$ cat src/rtl/fp_scoreboard.sv
// FP register scoreboard: tracks pending FP writes, raises RAW/WAW/structural stalls,
// and schedules a single writeback slot per cycle through a latency-indexed shift register.
module fp_scoreboard (
  input  logic        clk,
  input  logic        reset,
  input  logic        IssueD,
  input  logic        ExtStallD,
  input  logic        FpWriteD,
  input  logic [4:0]  RdD,
  input  logic [4:0]  Rs1D,
  input  logic [4:0]  Rs2D,
  input  logic [4:0]  Rs3D,
  input  logic [2:0]  FpSrcD,
  input  logic [2:0]  LatD,
  input  logic        CancelE,
  output logic        FpStallD,
  output logic        WbValidW,
  output logic [4:0]  WbRdW,
  output logic [31:0] BusyMask
);
  localparam int NSLOT = 7;

  typedef struct packed {
    logic       vld;
    logic [4:0] rd;
    logic [2:0] lat;
  } rec_t;

  // Position k of the pipe reaches writeback k cycles from now; position 0 is the W slot.
  logic [NSLOT:0]       vld_pipe, vld_nxt;
  logic [NSLOT:0][4:0]  rd_pipe, rd_nxt;
  logic [31:0]          busy_nxt, busy_eff;
  rec_t                 rec, rec_nxt;

  logic [2:0] lat;
  logic       raw_hit, waw_hit, slot_hit;
  logic       issue_go, set_rsv, cancel_hit;

  assign WbValidW = vld_pipe[0];
  assign WbRdW    = rd_pipe[0];

  assign lat = (LatD == 3'd0) ? 3'd1 : LatD;

  // A register being written back this cycle is readable/rewritable without stalling.
  assign busy_eff = BusyMask & ~(WbValidW ? (32'd1 << WbRdW) : 32'd0);

  assign raw_hit  = |(FpSrcD & {busy_eff[Rs3D], busy_eff[Rs2D], busy_eff[Rs1D]});
  assign waw_hit  = FpWriteD & busy_eff[RdD];
  assign slot_hit = FpWriteD & vld_pipe[lat];
  assign FpStallD = IssueD & (raw_hit | waw_hit | slot_hit);

  assign issue_go   = IssueD & ~ExtStallD & ~FpStallD & ~CancelE;
  assign set_rsv    = issue_go & FpWriteD;
  assign cancel_hit = CancelE & rec.vld;

  always_comb begin
    vld_nxt  = {1'b0, vld_pipe[NSLOT:1]};
    rd_nxt   = {5'd0, rd_pipe[NSLOT:1]};
    busy_nxt = BusyMask;
    rec_nxt  = '{vld: set_rsv, rd: RdD, lat: lat};

    if (WbValidW)
      busy_nxt[WbRdW] = 1'b0;

    // The flushed issue sits at pipe position lat-1 now, so lat-2 after this shift.
    // With lat==1 its writeback is already on W and only the busy bit is dropped.
    if (cancel_hit) begin
      busy_nxt[rec.rd] = 1'b0;
      if (rec.lat >= 3'd2) begin
        vld_nxt[rec.lat - 3'd2] = 1'b0;
        rd_nxt[rec.lat - 3'd2]  = 5'd0;
      end
    end

    if (set_rsv) begin
      vld_nxt[lat - 3'd1] = 1'b1;
      rd_nxt[lat - 3'd1]  = RdD;
      busy_nxt[RdD]       = 1'b1;
    end
  end

  always_ff @(posedge clk) begin
    if (reset) begin
      vld_pipe <= '0;
      rd_pipe  <= '0;
      BusyMask <= '0;
      rec      <= '0;
    end else begin
      vld_pipe <= vld_nxt;
      rd_pipe  <= rd_nxt;
      BusyMask <= busy_nxt;
      rec      <= rec_nxt;
    end
  end
endmodule

$ cat config.mk
export PLATFORM = sky130hd
export DESIGN_NAME = fp_scoreboard
export DESIGN_NICKNAME = d
export VERILOG_FILES = /design/src/rtl/fp_scoreboard.sv
export SDC_FILE = /design/constraint.sdc
export NUM_CORES = 1
export LEC_CHECK = 0
export CORE_ASPECT_RATIO = 1.5
export CORE_UTILIZATION = 55
export CTS_CLUSTER_SIZE = 30
export DETAILED_ROUTE_END_ITERATION = 8
export PLACE_DENSITY_LB_ADDON = 0.08
export SLEW_MARGIN = 10
export SYNTH_ARGS = -nofsm -noshare
export SYNTH_HDL_FRONTEND = slang
export SYNTH_SLANG_ARGS = --single-unit
$ cat constraint.sdc
create_clock -name clk -period 5.2 [get_ports clk]
set_clock_uncertainty 0.05 [all_clocks]
set_input_delay 1.04 -clock clk [delete_from_list [all_inputs] [get_ports clk]]
set_output_delay 1.04 -clock clk [all_outputs]
set_load 0.005 [all_outputs]
## Yosys cells after proc, flatten, opt, wreduce, memory -nomap -nowiden

Cells that the tools add are included.

| operators by class | value |
|---|---|
| bitwise gates (word level) | 26 |
| multiplexer cells | 36 |
| shift-type cells | 1 |
| reductions and logical operators | 7 |
| add/sub/neg operators | 2 |
| order comparisons | 15 |

Operators by type and width:

| kind | count |
|---|---|
| $mux W32 | 4 |
| $mux W40 | 3 |
| $and A32 B32 Y32 | 3 |
| $not A32 Y32 | 3 |
| $and A35 B40 Y40 | 1 |
| $bwmux W40 | 1 |
| $not A40 Y40 | 1 |
| $lt A5 B6 Y1 const B | 6 |
| $or A32 B32 Y32 | 1 |
| $shl A1 B5 Y32 const A | 1 |
| $demux W5 S3 | 2 |
| $mux W8 | 3 |
| $bmux W1 S5 | 4 |
| $demux W1 S5 | 3 |
| $ge A5 B1 Y1 const B | 3 |
| $lt A3 B4 Y1 const B | 3 |
| $mux W1 | 10 |
| $mux W5 | 2 |
| $and A1 B1 Y1 | 8 |
| $and A7 B8 Y8 | 1 |
| $not A8 Y8 | 1 |
| $or A8 B8 Y8 | 1 |
| $demux W1 S3 | 2 |
| $ge A3 B1 Y1 const B | 2 |
| other kinds (11) | 18 |

| word-level totals | value |
|---|---|
| input bits | 32 |
| flip-flop bits (word level) | 89 |
| output and inout port bits | 39 |
| logic and storage cells | 100 |

## Longest topological paths before layout

| logic depth | value |
|---|---|
| word-level depth | 16 |
| depth in mapped cells | 12 |
| gate-level depth less buffers | 9 |

## Least setup slack after synthesis

Ideal clock, no wire load.

| timing | value |
|---|---|
| path kind | in2out |
| start point | in Rs3D[0] |
| end point | out FpStallD |
| data arrival time | 3.169 ns |
| stages on the path | 9 |
| required time | 4.110 ns |
| setup slack | 0.941 ns |
| path through | buf_6 xor2_2 or3_1 o31a_1 or4_1 o311a_2 a31oi_4 nand4_4 and2_1 |

| between the ends | value |
|---|---|
| cells in the longest elaborated chain, start to end | 7 |

RTL lines:

| item | line | RTL |
|---|---|---|
| start, declared | 12 | `input logic [4:0] Rs3D,` |
| $bmux W1 S5 | 47 | `assign raw_hit = \|(FpSrcD & {busy_eff[Rs3D], busy_eff[Rs2D], busy_eff[Rs1D]});` |
| $mux W1 (implied by the code) | 47 |  |
| $and A3 B3 Y3 | 47 |  |
| $reduce_or A3 Y1 | 47 |  |
| $or A1 B1 Y1 (2 in series) | 50 | `assign FpStallD = IssueD & (raw_hit \| waw_hit \| slot_hit);` |
| $and A1 B1 Y1 | 50 |  |
| end, declared | 16 | `output logic FpStallD,` |

Every way passes these cells. The select of a mux whose other input is x is not followed.

## Worst setup path in the final report

Same ends and word-level chain as after synthesis.

==> results.json <==
{
  "syn_area_mm2": 0.00528,
  "grt_pass1_wl_um": 31400,
  "place_hpwl_um": 15100,
  "clock.fmax_mhz": 195,
  "grt_max_degree": 45,
  "nets": 701,
  "drt_iter0_drc": 605,
  "clkLatencyLatePin_ps": 350,
  "r2r-end": "BusyMask[6]",
  "ys_seq_area_share_pct": 33.8,
  "crit_path_start": "Rs3D[0]",
  "cts_buffers": 9,
  "grt_pass1_vias": 5509,
  "power.leakage_nw": 2.27,
  "max-cap-violations": 0,
  "tritoncts": "done",
  "hold_class": "reg -> reg",
  "setup_viol": 0,
  "drive_above_1_share_pct": 11.0,
  "status": "finished, final reports clean",
  "num_vias": 5581,
  "cts.htree.levels": 3,
  "antenna_found_initial": 0,
  "antennaDiodeCount": 0,
  "end_kind": "output port",
  "report.final.slew_viol_count": 0,
  "clock_path_buffers": 2,
  "syn_nets": 640,
  "drtPass1Iterations": 6,
  "cp_top_family": "simple AND/OR/NAND/NOR gates",
  "fin_ws_ps": 72.3,
  "synth_adder_area_share_pct": 0.237,
  "dieArea_mm2": 0.00999,
  "ys.flop_type": "dfxtp_1",
  "ioPinCount": 71,
  "ir_drop_mv": 0.278,
  "netlist_instances": 607,
  "routed_wl_um": 20600,
  "worstSetupStartpointType": "input pin",
  "p_per_area_mw_per_mm2": 237,
  "cts_hold_buf": 0,
  "relSlewSlack_pct": 25.9,
  "core_mm2": 0.00931,
  "ff2ff_setup_slack_ps": 1010,
  "muxShareOfSynthArea_pct": 14.5,
  "hold_viol_final": 0,
  "synth_top_family_by_area": "simple AND/OR/NAND/NOR gates",
  "r2r_cells": 9,
  "die_x_um": 82.0,
  "period_needed_ps": 5130,
  "ys_ff_latch": 89,
  "wire_per_inst_um": 26.3,
  "syn-mean-instance-area_um2": 8.69,
  "cpMaxStageDelayCell": "or4_1",
  "reg2reg_from": "WbRdW[1]",
  "synth_top_area_share_pct": 33.8,
  "cts.reportedPaths.clkPinSlew_ps": 70,
  "areaGrowthSynthToFinish_pct": 21.3,
  "cp_slowest_stage_delay_ps": 500,
  "layout.cells.non_filler": 785,
  "total_power_mw": 1.52,
  "crit_chain": "clkdlybuf4s50_1 -> xor2_2 -> or3_1 -> o31a_1 -> or4_1 -> o311a_2 -> a31oi_4 -> nand4_4 -> and2_1 -> clkdlybuf4s50_1",
  "fin_crit_sh_pct": 98.6,
  "port_buffers": 70,
  "route.detailed.drc": 0,
  "yosys.cell_types.count": 71,
  "synth_xor_area_share_pct": 1.14,
  "cp.arrival_ps": 4040,
  "cp_max_fo": 6,
  "num_rows": 43,
  "die_y_um": 122,
  "final_util_pct": 68.7,
  "holdWs_ps": 392,
  "place_inst": 768,
  "via_per_inst": 7.11,
  "synth_simple_gate_area_share_pct": 24.9,
  "place.gp.congestion": 1.01,
  "path_buf_inv": 2,
  "start_util_pct": 56.7,
  "yosysTopAreaCell": "dfxtp_1",
  "synth_edf_count": 0,
  "synth_compound_area_share_pct": 20.8,
  "rsz0062_at_grt": "false",
  "cts.sinks": 89,
  "ys_warn_count": 0,
  "grt_use_total_pct": 43.6,
  "pre_cts_slack_ps": 60.1,
  "synth-async-reset-ratio_pct": 0,
  "path_depth": 10,
  "critPathCapture": "FpStallD",
  "worstMarginPinSlew_ps": 1100,
  "placed_area_mm2": 0.00608,
  "cp_common_cell": "clkdlybuf4s50_1",
  "drtAntennaViolNets": 0,
  "cts_root_buf": "clkbuf_16",
  "tns_ps": 0,
  "crit_required_ps": 4110,
  "synth.area.top_cells": "dfxtp_1 (34%), mux2i_1 (10%), o32ai_1 (4.2%)",
  "design_area_mm2": 0.00640,
  "crit_type": "in -> out",
  "gr-total-overflow": 0
}
## where the power goes
part / total (mW) / leakage, nW / internal [mW] / switching [mW]
logic: 0.183 / 1.41 / 0.0751 / 0.108
registers: 0.693 / 0.719 / 0.686 / 0.00702
clock network: 0.641 / 0.145 / 0.338 / 0.302
total: 1.52 / 2.27 / 1.10 / 0.417
## cells in the mapped netlist, types with 8 or more instances
cell type / count
dfxtp_1: 89
mux2i_1: 55
nor2_1: 54
nand2_1: 53
o21ai_0: 34
clkbuf_1: 26
o32ai_1: 25
o211ai_1: 16
nand3_1: 15
o22ai_1: 15
nor3_1: 14
a21oi_1: 13
inv_1: 13
nand2b_1: 13
and3_1: 10
nand3b_1: 10
nand4_1: 10
buf_2: 8
mux4_2: 8
## metal layers
layer	global-route usage (%)	share of wire (%)
met2	70.0	48
met1	47.7	33
met5	0	0
met3	9.59	9.0
met4	36.5	9.6
## tightest hold or removal path: cells and delay by family, from the launching register on
kind	cells	cell delay, ps
flops	1	300
mux	1	60
simple gates	1	50
## how the worst min path moves through the flow
stage          slack, ps  cells past startpoint        start          end
2_1_floorplan        370                      2   rd_pipe[5]     WbRdW[0]
3_3_place_gp         370                      2  rd_pipe[13]   rd_pipe[8]
3_5_place_dp         380                      2  rd_pipe[13]   rd_pipe[8]
4_1_cts              390                      2  rd_pipe[32]  rd_pipe[27]
5_1_grt              410                      2  rd_pipe[32]  rd_pipe[27]
6_report             390                      2   rd_pipe[6]     WbRdW[1]
## flip-flops by register name (all words and copies together) (netlist names)
register / cells
rd_pipe: 35
vld_pipe: 8
rec: 9
WbRdW: 5
BusyMask: 32
## area by class of cell
cell class	instances	area [µm²]
Multi-Input combinational cell	462	3260
Clock inverter	7	66.3
Inverter	13	48.8
Sequential cell	89	1780
Tap cell	112	140
Clock buffer	9	225
Timing Repair Buffer	93	876
Fill cell	761	2910
## what timing repair did
item                                   4_1_cts  5_1_grt
resized for setup                            0        5
setup buffers                                0        1
endpoints found under the hold margin        0        0
setup endpoints to repair                    0        1
## layout by cell type, fill, tap and decap left out, drive strengths merged, types with 3 or more instances in the layout
master         count
inv               19
xor2               5
buf               24
nor3b              5
a22oi              7
a22o               3
nand3             15
nand3b            10
and3              10
a21oi             13
nand4bb            3
clkdlybuf4s50     69
o21bai             7
nand2             53
clkbuf             9
o21ba              4
and2               6
mux2i             55
a211oi             3
or3                5
nand4             12
o32ai             25
o21ai             38
and3b              3
nor2              54
nor4               5
nand4b             4
mux2               3
nand2b            13
o211ai            17
or3b               5
mux4               8
nor3              16
dfxtp             89
nor2b              6
o22ai             15
a31oi              7
## cells by family (layout without fill, tap and decap cells)
group           count (synthesis)  after routing
compound gates                155            155
xor+xnor                        6              6
fa+ha+maj                       1              1
buf+inv                        56            122
flops                          89             89
mux                            66             66
simple gates                  234            234
(Power assumes the default switching activity.)
